## src/rtl/twiddle_gen_if.sv

```systemverilog
// Command and twiddle-output stream bundle for twiddle_gen.
interface twiddle_gen_if #(
    parameter int LOG2N = 3,
    parameter int WIDTH = 16
);
    logic                    cmd_valid;
    logic                    cmd_ready;
    logic [LOG2N-1:0]        cmd_base;
    logic [LOG2N-1:0]        cmd_stride;
    logic [LOG2N:0]          cmd_count;
    logic                    cmd_inv;
    logic                    tw_valid;
    logic                    tw_ready;
    logic signed [WIDTH-1:0] tw_re;
    logic signed [WIDTH-1:0] tw_im;
    logic                    tw_last;
    logic                    busy;

    // Host side: issues sweep commands and consumes twiddle words.
    modport master (
        output cmd_valid, cmd_base, cmd_stride, cmd_count, cmd_inv, tw_ready,
        input  cmd_ready, tw_valid, tw_re, tw_im, tw_last, busy
    );

    // Generator side.
    modport slave (
        input  cmd_valid, cmd_base, cmd_stride, cmd_count, cmd_inv, tw_ready,
        output cmd_ready, tw_valid, tw_re, tw_im, tw_last, busy
    );
endinterface

```

## src/rtl/twiddle_gen.sv

```systemverilog
// Streaming FFT twiddle generator: W_N^k = cos(2*pi*k/N) - j*sin(2*pi*k/N)
// for an arithmetic sweep of k, built from a quarter-wave cosine table with
// symmetry folding. Optional conjugation for the inverse transform.
module twiddle_gen #(
    parameter int LOG2N = 3,
    parameter int WIDTH = 16
) (
    input  logic         clk,
    input  logic         rst,
    twiddle_gen_if.slave bus
);
    localparam int N      = 1 << LOG2N;
    localparam int ADDR_W = LOG2N - 1;
    localparam int TAB_SZ = 1 << ADDR_W;
    localparam int QTR    = N / 4;
    localparam int SCALE  = (1 << (WIDTH - 1)) - 1;

    localparam logic [ADDR_W-1:0]      QTR_A = ADDR_W'(QTR);
    localparam logic [LOG2N:0]         ONE   = (LOG2N + 1)'(1);
    localparam logic signed [WIDTH:0]  SMAX  = (WIDTH + 1)'(SCALE);
    localparam logic signed [WIDTH:0]  SMIN  = -SMAX;

    // Clamp an integer to symmetric full scale +/-S.
    function automatic logic signed [WIDTH-1:0] sat_val(input int v);
        int c;
        c = v;
        if (c > SCALE)  c = SCALE;
        if (c < -SCALE) c = -SCALE;
        return WIDTH'(c);
    endfunction

    // Round-half-away-from-zero of S*cos(2*pi*m/N); entries past N/4 are unused.
    function automatic logic signed [WIDTH-1:0] cos_entry(input int m);
        real ang;
        real v;
        int  r;
        ang = 2.0 * 3.14159265358979323846 * real'(m) / real'(N);
        v   = real'(SCALE) * $cos(ang);
        if (v >= 0.0) r = $rtoi(v + 0.5);
        else          r = -$rtoi(0.5 - v);
        if (m > QTR)  r = 0;
        if (m == 0)   r = SCALE;
        return sat_val(r);
    endfunction

    // Optional negation, saturated to +/-S so full scale never wraps.
    function automatic logic signed [WIDTH-1:0] neg_sat(input logic signed [WIDTH-1:0] x,
                                                        input logic en);
        logic signed [WIDTH:0] t;
        t = {x[WIDTH-1], x};
        if (en)       t = -t;
        if (t > SMAX) t = SMAX;
        if (t < SMIN) t = SMIN;
        return t[WIDTH-1:0];
    endfunction

    logic signed [WIDTH-1:0] cos_tab [TAB_SZ];

    for (genvar g = 0; g < TAB_SZ; g++) begin : g_tab
        localparam logic signed [WIDTH-1:0] CV = cos_entry(g);
        assign cos_tab[g] = CV;
    end

    typedef enum logic [1:0] {IDLE, RUN, DRAIN} state_t;

    state_t           state;
    logic [LOG2N-1:0] k_r;
    logic [LOG2N-1:0] stride_r;
    logic [LOG2N:0]   rem_r;
    logic             inv_r;
    logic             cmd_ready_r;
    logic             busy_r;

    logic adv;
    logic issue;
    logic last_hs;

    logic                    vld_p1;
    logic                    last_p1;
    logic [ADDR_W-1:0]       addr_p1;
    logic                    swap_p1;
    logic                    neg_re_p1;
    logic                    neg_im_p1;
    logic                    vld_p2;
    logic                    last_p2;
    logic signed [WIDTH-1:0] re_p2;
    logic signed [WIDTH-1:0] im_p2;

    logic [ADDR_W-1:0]       h_k;
    logic                    upper_k;
    logic [ADDR_W-1:0]       addr_nxt;
    logic                    swap_nxt;
    logic signed [WIDTH-1:0] x_tab;
    logic signed [WIDTH-1:0] y_tab;
    logic signed [WIDTH-1:0] fold_re;
    logic signed [WIDTH-1:0] fold_im;

    // Whole pipeline, issue included, moves only when the output slot frees.
    assign adv     = !vld_p2 || bus.tw_ready;
    assign issue   = (state == RUN) && adv;
    assign last_hs = vld_p2 && bus.tw_ready && last_p2;

    // Sweep sequencer: command accept, index issue, drain back to idle.
    always_ff @(posedge clk or posedge rst) begin
        if (rst) begin
            state       <= IDLE;
            cmd_ready_r <= 1'b1;
            busy_r      <= 1'b0;
            k_r         <= '0;
            rem_r       <= '0;
        end else begin
            case (state)
                IDLE: begin
                    if (bus.cmd_valid) begin
                        k_r         <= bus.cmd_base;
                        rem_r       <= bus.cmd_count;
                        cmd_ready_r <= 1'b0;
                        busy_r      <= 1'b1;
                        state       <= (bus.cmd_count == '0) ? DRAIN : RUN;
                    end
                end
                RUN: begin
                    if (adv) begin
                        k_r   <= k_r + stride_r;
                        rem_r <= rem_r - ONE;
                        if (rem_r == ONE) state <= DRAIN;
                    end
                end
                DRAIN: begin
                    // An empty pipeline here means a zero-length sweep.
                    if (last_hs || (!vld_p1 && !vld_p2)) begin
                        state       <= IDLE;
                        cmd_ready_r <= 1'b1;
                        busy_r      <= 1'b0;
                    end
                end
                default: state <= IDLE;
            endcase
        end
    end

    // Stride and direction are plain data latched with the command.
    always_ff @(posedge clk) begin
        if (state == IDLE && bus.cmd_valid) begin
            stride_r <= bus.cmd_stride;
            inv_r    <= bus.cmd_inv;
        end
    end

    // Fold k into a quarter-wave address: h <= N/4 reads C[h] directly,
    // otherwise the roles of cos/sin swap around address h - N/4.
    always_comb begin
        h_k     = k_r[ADDR_W-1:0];
        upper_k = k_r[LOG2N-1];
        if (h_k > QTR_A) begin
            addr_nxt = h_k - QTR_A;
            swap_nxt = 1'b1;
        end else begin
            addr_nxt = h_k;
            swap_nxt = 1'b0;
        end
    end

    // ---- S1: table address and fold flags ----
    // S1 data registers; validity travels separately in the control block.
    always_ff @(posedge clk) begin
        if (issue) begin
            addr_p1   <= addr_nxt;
            swap_p1   <= swap_nxt;
            neg_re_p1 <= swap_nxt ^ upper_k;
            neg_im_p1 <= ~(upper_k ^ inv_r);
        end
    end

    // ---- S2: table lookup, fold and sign ----
    // Table read and sign application for the word held in S1.
    always_comb begin
        x_tab   = cos_tab[addr_p1];
        y_tab   = cos_tab[QTR_A - addr_p1];
        fold_re = neg_sat(swap_p1 ? y_tab : x_tab, neg_re_p1);
        fold_im = neg_sat(swap_p1 ? x_tab : y_tab, neg_im_p1);
    end

    // Pipeline valid/last bits and the registered output word.
    always_ff @(posedge clk or posedge rst) begin
        if (rst) begin
            vld_p1  <= 1'b0;
            last_p1 <= 1'b0;
            vld_p2  <= 1'b0;
            last_p2 <= 1'b0;
            re_p2   <= '0;
            im_p2   <= '0;
        end else if (adv) begin
            vld_p1  <= issue;
            last_p1 <= issue && (rem_r == ONE);
            vld_p2  <= vld_p1;
            last_p2 <= vld_p1 && last_p1;
            if (vld_p1) begin
                re_p2 <= fold_re;
                im_p2 <= fold_im;
            end
        end
    end

    assign bus.cmd_ready = cmd_ready_r;
    assign bus.busy      = busy_r;
    assign bus.tw_valid  = vld_p2;
    assign bus.tw_last   = last_p2;
    assign bus.tw_re     = re_p2;
    assign bus.tw_im     = im_p2;

endmodule

```

## src/flat_wrapper.sv

```systemverilog
// flat-port wrapper written by rule: the top's interface ports become plain ports
module twiddle_gen_flat 
#(
    parameter int LOG2N = 3,
    parameter int WIDTH = 16
)
  (clk, rst, bus_cmd_valid, bus_cmd_base, bus_cmd_stride, bus_cmd_count, bus_cmd_inv, bus_tw_ready, bus_cmd_ready, bus_tw_valid, bus_tw_re, bus_tw_im, bus_tw_last, bus_busy);
  twiddle_gen_if #(.LOG2N(LOG2N), .WIDTH(WIDTH)) bus_i ();
  input  logic clk;
  input  logic rst;
  input wire logic [$bits(bus_i.cmd_valid)-1:0] bus_cmd_valid;
  input wire logic [$bits(bus_i.cmd_base)-1:0] bus_cmd_base;
  input wire logic [$bits(bus_i.cmd_stride)-1:0] bus_cmd_stride;
  input wire logic [$bits(bus_i.cmd_count)-1:0] bus_cmd_count;
  input wire logic [$bits(bus_i.cmd_inv)-1:0] bus_cmd_inv;
  input wire logic [$bits(bus_i.tw_ready)-1:0] bus_tw_ready;
  output wire logic [$bits(bus_i.cmd_ready)-1:0] bus_cmd_ready;
  output wire logic [$bits(bus_i.tw_valid)-1:0] bus_tw_valid;
  output wire logic [$bits(bus_i.tw_re)-1:0] bus_tw_re;
  output wire logic [$bits(bus_i.tw_im)-1:0] bus_tw_im;
  output wire logic [$bits(bus_i.tw_last)-1:0] bus_tw_last;
  output wire logic [$bits(bus_i.busy)-1:0] bus_busy;
  assign bus_i.cmd_valid = bus_cmd_valid;
  assign bus_i.cmd_base = bus_cmd_base;
  assign bus_i.cmd_stride = bus_cmd_stride;
  assign bus_i.cmd_count = bus_cmd_count;
  assign bus_i.cmd_inv = bus_cmd_inv;
  assign bus_i.tw_ready = bus_tw_ready;
  assign bus_cmd_ready = bus_i.cmd_ready;
  assign bus_tw_valid = bus_i.tw_valid;
  assign bus_tw_re = bus_i.tw_re;
  assign bus_tw_im = bus_i.tw_im;
  assign bus_tw_last = bus_i.tw_last;
  assign bus_busy = bus_i.busy;
  twiddle_gen #(.LOG2N(LOG2N), .WIDTH(WIDTH)) u_core (.clk(clk), .rst(rst), .bus(bus_i));
endmodule
```

## config.mk

```make
export PLATFORM = sky130hd
export DESIGN_NAME = twiddle_gen_flat
export DESIGN_NICKNAME = d
export VERILOG_FILES = /design/src/rtl/twiddle_gen_if.sv /design/src/rtl/twiddle_gen.sv /design/src/flat_wrapper.sv
export SDC_FILE = /design/constraint.sdc
export NUM_CORES = 1
export LEC_CHECK = 0
export BUFFER_PORTS_ARGS = -buffer_cell sky130_fd_sc_hd__buf_2
export CAP_MARGIN = 15
export CORE_UTILIZATION = 57
export CTS_CLUSTER_DIAMETER = 30
export CTS_CLUSTER_SIZE = 28
export DETAILED_ROUTE_END_ITERATION = 12
export PLACE_DENSITY = 0.85
export SLEW_MARGIN = 40
export SYNTH_ARGS = -nofsm -noshare
export SYNTH_HDL_FRONTEND = slang
export SYNTH_SLANG_ARGS = --single-unit
export TNS_END_PERCENT = 1
```

## constraint.sdc

```tcl
create_clock -name clk -period 3.1 [get_ports clk]
set_clock_uncertainty 0.15 [all_clocks]
set_input_delay 0.31 -clock clk [delete_from_list [all_inputs] [get_ports clk]]
set_output_delay 0.31 -clock clk [all_outputs]
set_load 0.1 [all_outputs]
```

==> results_dict.tcl, run 1 <==
set metrics [dict create \
    status "completed" \
    path_delay_family "multiplexers" \
    drtPass1Iterations 4 \
    clkLatencyLatePin_ns 0.34 \
    crit_path_max_incr_delay_ns 0.62 \
    syn_nets 208 \
    worstMarginPinSlew_ns 0.570 \
    start_kind "register" \
    grt_setup_unrepaired "false" \
    start_util 0.596 \
    max_cap_violations 0 \
    r2r_slack_ns 1.08 \
    gp_congestion 0.822 \
    worstPathMaxFanout 15 \
    crit_path_end_kind "register" \
    clk_pin_slew_worst_paths_ns 0.10 \
    io_buffer_count 50 \
    crit_arrival_ns 2.11 \
    antenna_found_initial 0 \
    clock.fmax_mhz 495 \
    cts_resized 0 \
    critPathSlowestCell "dfrtp_1" \
    hold_violations 0 \
    dp_hpwl_um 2580 \
    ctsHoldBuffers 5 \
    slew_violations 0 \
    synth-main-ff-cell "dfrtp_1" \
    syn_inst 186 \
    grt_max_degree 28 \
    drc 0 \
    tns_ns 0 \
    async_flop_share 0.750 \
    h-tree-depth 2 \
    ys_ff_latch 36 \
    num_vias 1488 \
    r2r_cells 3 \
    nNetsFinal 243 \
    path_cells "nor2b_1 > mux2_1 > mux2_2" \
    drive_above_1_share 0.315 \
    path_class "register to register" \
    cts_buffer_depth 2 \
    grt.overflow.total 0 \
    cts_setup_buffers 0 \
    required_ns 3.18 \
    syn_avg_cell_area_um2 10.8 \
    critPathBufInv 0 \
    cts_buffers 5 \
    core.rowCount 21 \
    antenna_left 0 \
    grt_pass1_wl_um 5660 \
    via_per_inst 5.55 \
    max-slew-margin-rel 0.619 \
    hold_path_class "input pin to register" \
    min_to "u_core.k_r[1]" \
    core_area_um2 3360 \
    fp.dieW_um 61.3 \
    hold_depth 3 \
    synth-edff-count 9 \
    hold_start "bus_cmd_base[1]" \
    area_delta_synth_final_pct 13.3 \
    setup_violations 0 \
    ys_warn_count 0 \
    final.min_clock_period_ns 2.02 \
    timing.final.crit_share 0.652 \
    ys_types 52 \
    antenna_cells 0 \
    die_h_um 61.3 \
    worst_r2r_startpoint "u_core.state[0]" \
    wl_per_cell_um 13.1 \
    wl_um 3520 \
    reg2reg_to "u_core.k_r[0]" \
    clock_sinks 36 \
    cts-root-buf "clkbuf_4" \
    dieArea_um2 3760 \
    grt_pass1_vias 1353 \
    ys_seq_area_frac 0.473 \
    ios 51 \
    synth_area_um2 2000 \
    grt.total_usage 0.214 \
    first_iter_violations 107 \
    cts_tree "built" \
]
==> state kept, by name, indices dropped and copies added (netlist names), 2 cells and up <==
signal and flops:
u_core.rem_r 4, u_core.stride_r 3, u_core.k_r 3, u_core.bus.tw_im 6, u_core.state 2, u_core.addr_p1 2
u_core.bus.tw_re 6
==> placed cells by master, fill, tap and decap left out, types with 3 or more instances in the layout <==
cell,synthesis,layout
a31oi_1,4,4
a21oi_1,7,7
o21bai_1,3,3
a2bb2oi_1,5,5
inv_1,12,11
nand2b_1,5,5
nor3_1,3,3
clkbuf_4,0,5
mux2_2,3,3
dlygate4sd3_1,0,5
mux2i_1,3,3
o21ai_0,7,7
edfxtp_1,9,9
buf_2,5,50
dfrtp_1,26,26
a221oi_1,3,3
nand2_1,7,7
o41ai_1,3,3
a21o_1,3,3
nor2b_1,5,5
ha_1,6,6
nor2_1,7,7
==> cell usage after synthesis (all sizes together), types with 4 or more instances <==
cell type | count | area [um^2]
mux2 | 6 | 75.1
dfrtp | 26 | 651
inv | 13 | 48.8
nand2 | 7 | 26.3
a2bb2oi | 5 | 43.8
nand2b | 5 | 31.3
o21ai | 7 | 35.0
nor2 | 8 | 32.5
a31oi | 4 | 25.0
buf | 26 | 186
nor2b | 5 | 31.3
a21oi | 8 | 51.3
edfxtp | 9 | 270
ha | 6 | 75.1
==> cells by family after synthesis <==
family	after synthesis	share of synthesized area
compound gates	45	0.162
xor+xnor	3	0.0131
fa+ha+maj	7	0.0475
buf+inv	41	0.121
flops	36	0.473
mux	9	0.0525
simple gates	45	0.131
==> metal layers <==
metal  track usage  share of wire  up-vias
li1              -              -      722
met1         0.234           0.41      705
met2         0.376           0.51       53
met3        0.0483          0.053        8
met4         0.130          0.021        0
met5             0              0        -
==> stage by stage <==
stage | cell area, um^2 | hold WS, ns | utilization | std cells | setup WS (ns)
after detailed placement | 2120 | 0.249 | 0.632 | 255 | 1.09
after CTS | 2270 | 0.112 | 0.675 | 268 | 1.09
after global placement | 2120 | 0.311 | 0.632 | 255 | 1.16
after global routing | 2270 | 0.151 | 0.675 | 268 | 0.988
after floorplan | 2000 | 0.212 | - | 186 | 1.03
final | 2270 | 0.129 | 0.675 | 268 | 1.08
==> final cells by class <==
type	count	area [um^2]
clock inverters	1	30.0
repair buffers	56	308
inverters	13	48.8
clock buffers	7	65.1
multi-input cells	109	813
flip-flops and latches	36	947
fillers	272	1090
well taps	46	57.6
==> how the worst max path moves through the flow <==
stage	from	endpoint	slack, ns	cells past startpoint
floorplan	u_core.bus.tw_valid	u_core.bus.tw_im[1]	1.03	4
global placement	u_core.state[0]	u_core.k_r[0]	1.16	3
detailed placement	u_core.state[0]	u_core.k_r[0]	1.09	3
CTS	u_core.state[0]	u_core.k_r[0]	1.09	3
global route	u_core.state[0]	u_core.k_r[0]	0.99	3
finish	u_core.state[0]	u_core.k_r[0]	1.08	3
==> worst register-to-register path: cells and delay by family, from the launching register on <==
kind / cells / cell delay, ns
mux: 2 / 0.63
flops: 1 / 0.62
simple gates: 1 / 0.53
Power of run 1 is not shown: default switching activity piles up to over one toggle a cycle in this logic, so the estimate is an artifact.
==> run 2: changes to the inputs <==
Settings changed: CORE_UTILIZATION 57 to 47, PLACE_DENSITY 0.85 to 0.75.
Clock period 3.1 ns to 1.8 ns, I/O delays scaled along.
==> results_dict.tcl, run 2 (synthesis results as in run 1) <==
set metrics [dict create \
    core.rowCount 23 \
    required_ns 1.83 \
    drive_above_1_share 0.369 \
    num_vias 1511 \
    first_iter_violations 63 \
    cp.depth 5 \
    crit_arrival_ns 1.78 \
    status "completed" \
    startpoint "u_core.addr_p1[0]" \
    antenna_found_initial 0 \
    cts_buffer_depth 2 \
    stdcell_area_um2 2390 \
    path_delay_family "flip-flops" \
    grt_pass1_vias 1485 \
    layout_commonest_cell "buf_2" \
    reg2reg_to "u_core.bus.tw_im[15]" \
    area_delta_synth_final_pct 19.5 \
    timing.final.crit_share 0.971 \
    max-slew-margin-rel 0.682 \
    path_class "register to register" \
    start_util 0.494 \
    critPathBufInv 1 \
    die_h_um 67.3 \
    gp_congestion 0.865 \
    start_kind "register" \
    grt_setup_unrepaired "false" \
    grt.overflow.total 0 \
    antenna_cells 0 \
    clk_pin_slew_worst_paths_ns 0.07 \
    ios 51 \
    wl_per_cell_um 13.5 \
    grt_max_degree 28 \
    io_buffer_count 50 \
    antenna_left 0 \
    final.min_clock_period_ns 1.75 \
    final_cell_mix "buf_2, dfrtp_1, buf_4" \
    holdWs_ns 0.0562 \
    slew_violations 0 \
    cts_tree "built" \
    drc 0 \
    grt_pass1_wl_um 6220 \
    hold_violations 0 \
    fp.dieW_um 67.3 \
    path_cells "inv_2 > ha_4 > and2b_2 > o31a_1 > mux2_4" \
    clock_sinks 36 \
    r2r_slack_ns 0.05 \
    setup_violations 0 \
    crit_path_end_kind "register" \
    h-tree-depth 2 \
    multi_input_area_um2 847 \
    critPathSlowestCell "edfxtp_1" \
    dp_hpwl_um 2820 \
    seqCellArea_um2 952 \
    nNetsFinal 254 \
    wl_um 3810 \
    clkLatencyLatePin_ns 0.29 \
    clock.fmax_mhz 572 \
    dpl.cell_count 269 \
    cts-root-buf "clkbuf_8" \
    dieArea_um2 4530 \
    worstPathMaxFanout 5 \
    crit_path_max_incr_delay_ns 0.42 \
    fill_cells 361 \
    cts_buffers 5 \
    r2r_cells 5 \
    dpl_cell_area_um2 2230 \
    crit_end "u_core.bus.tw_im[15]" \
    worstMarginPinSlew_ns 0.476 \
    drtPass1Iterations 4 \
    hold_path_class "input pin to register" \
    max_cap_violations 0 \
    via_per_inst 5.34 \
    worst_r2r_startpoint "u_core.addr_p1[0]" \
    core_area_um2 4060 \
    final_cells 283 \
    grt.total_usage 0.188 \
]
## run 2: cell count changes in the layout (fill, tap and decap cells not counted), moves of 2 or more
| cell | previous run | this run |
|---|---|---|
| clkbuf_4 | 5 | 0 |
| buf_4 | 1 | 11 |
| dfrtp_1 | 26 | 24 |
| clkbuf_8 | 2 | 5 |
| clkbuf_1 | 0 | 2 |
## run 2: timing repair
item | CTS | global route
hold endpoints to repair | 30 | 0
resized for setup | 0 | 8
hold buffers | 5 | 0
endpoints found under the setup margin | 0 | 6
buffers inserted | 0 | 1
## run 2: through the flow
| stage | util | TNS, ns | setup slack (ns) |
|---|---|---|---|
| 2_1_floorplan | - | -0.0181 | -0.0181 |
| 3_3_place_gp | 0.549 | 0 | 0.0657 |
| 3_5_place_dp | 0.549 | 0 | 0.0136 |
| 4_1_cts | 0.581 | 0 | 0.00259 |
| 5_1_grt | 0.590 | 0 | 0.0104 |
| 6_report | 0.590 | 0 | 0.0529 |
## run 2: metal layers
layer	global-route usage	routed length [um]	vias to the layer above
met1	0.203	1550	706
li1	-	-	733
met3	0.0439	228	10
met4	0.101	85	0
met5	0	0	-
met2	0.338	1950	62
## run 2: how the worst min path moves through the flow
stage                     from              endpoint  slack (ns)  depth (start not counted)
2_1_floorplan              rst       u_core.bus.busy        0.08                          1
4_1_cts        bus_cmd_base[1]         u_core.k_r[1]        0.04                          3
5_1_grt        bus_cmd_base[1]         u_core.k_r[1]        0.08                          3
3_3_place_gp               rst  u_core.bus.tw_im[13]        0.11                          3
6_report       bus_cmd_base[1]         u_core.k_r[1]        0.06                          3
3_5_place_dp               rst   u_core.bus.tw_re[0]        0.11                          3
## run 2: cell type report
| type | count | share of cell area |
|---|---|---|
| Sequential cell | 36 | 0.398 |
| Multi-Input combinational cell | 109 | 0.354 |
| Timing Repair Buffer | 67 | 0.168 |
| Clock buffer | 7 | 0.0319 |
| Tap cell | 50 | 0.0261 |
| Inverter | 13 | 0.0204 |
| Clock inverter | 1 | 0.00157 |
## run 2: tightest hold or removal path: cells and delay by family
| kind | cells | cell delay, ns |
|---|---|---|
| buffers and inverters | 1 | 0.09 |
| AO/OA/AOI/OAI | 1 | 0.06 |
| multiplexers | 1 | 0.12 |
Power of run 2 is left out for the same reason.
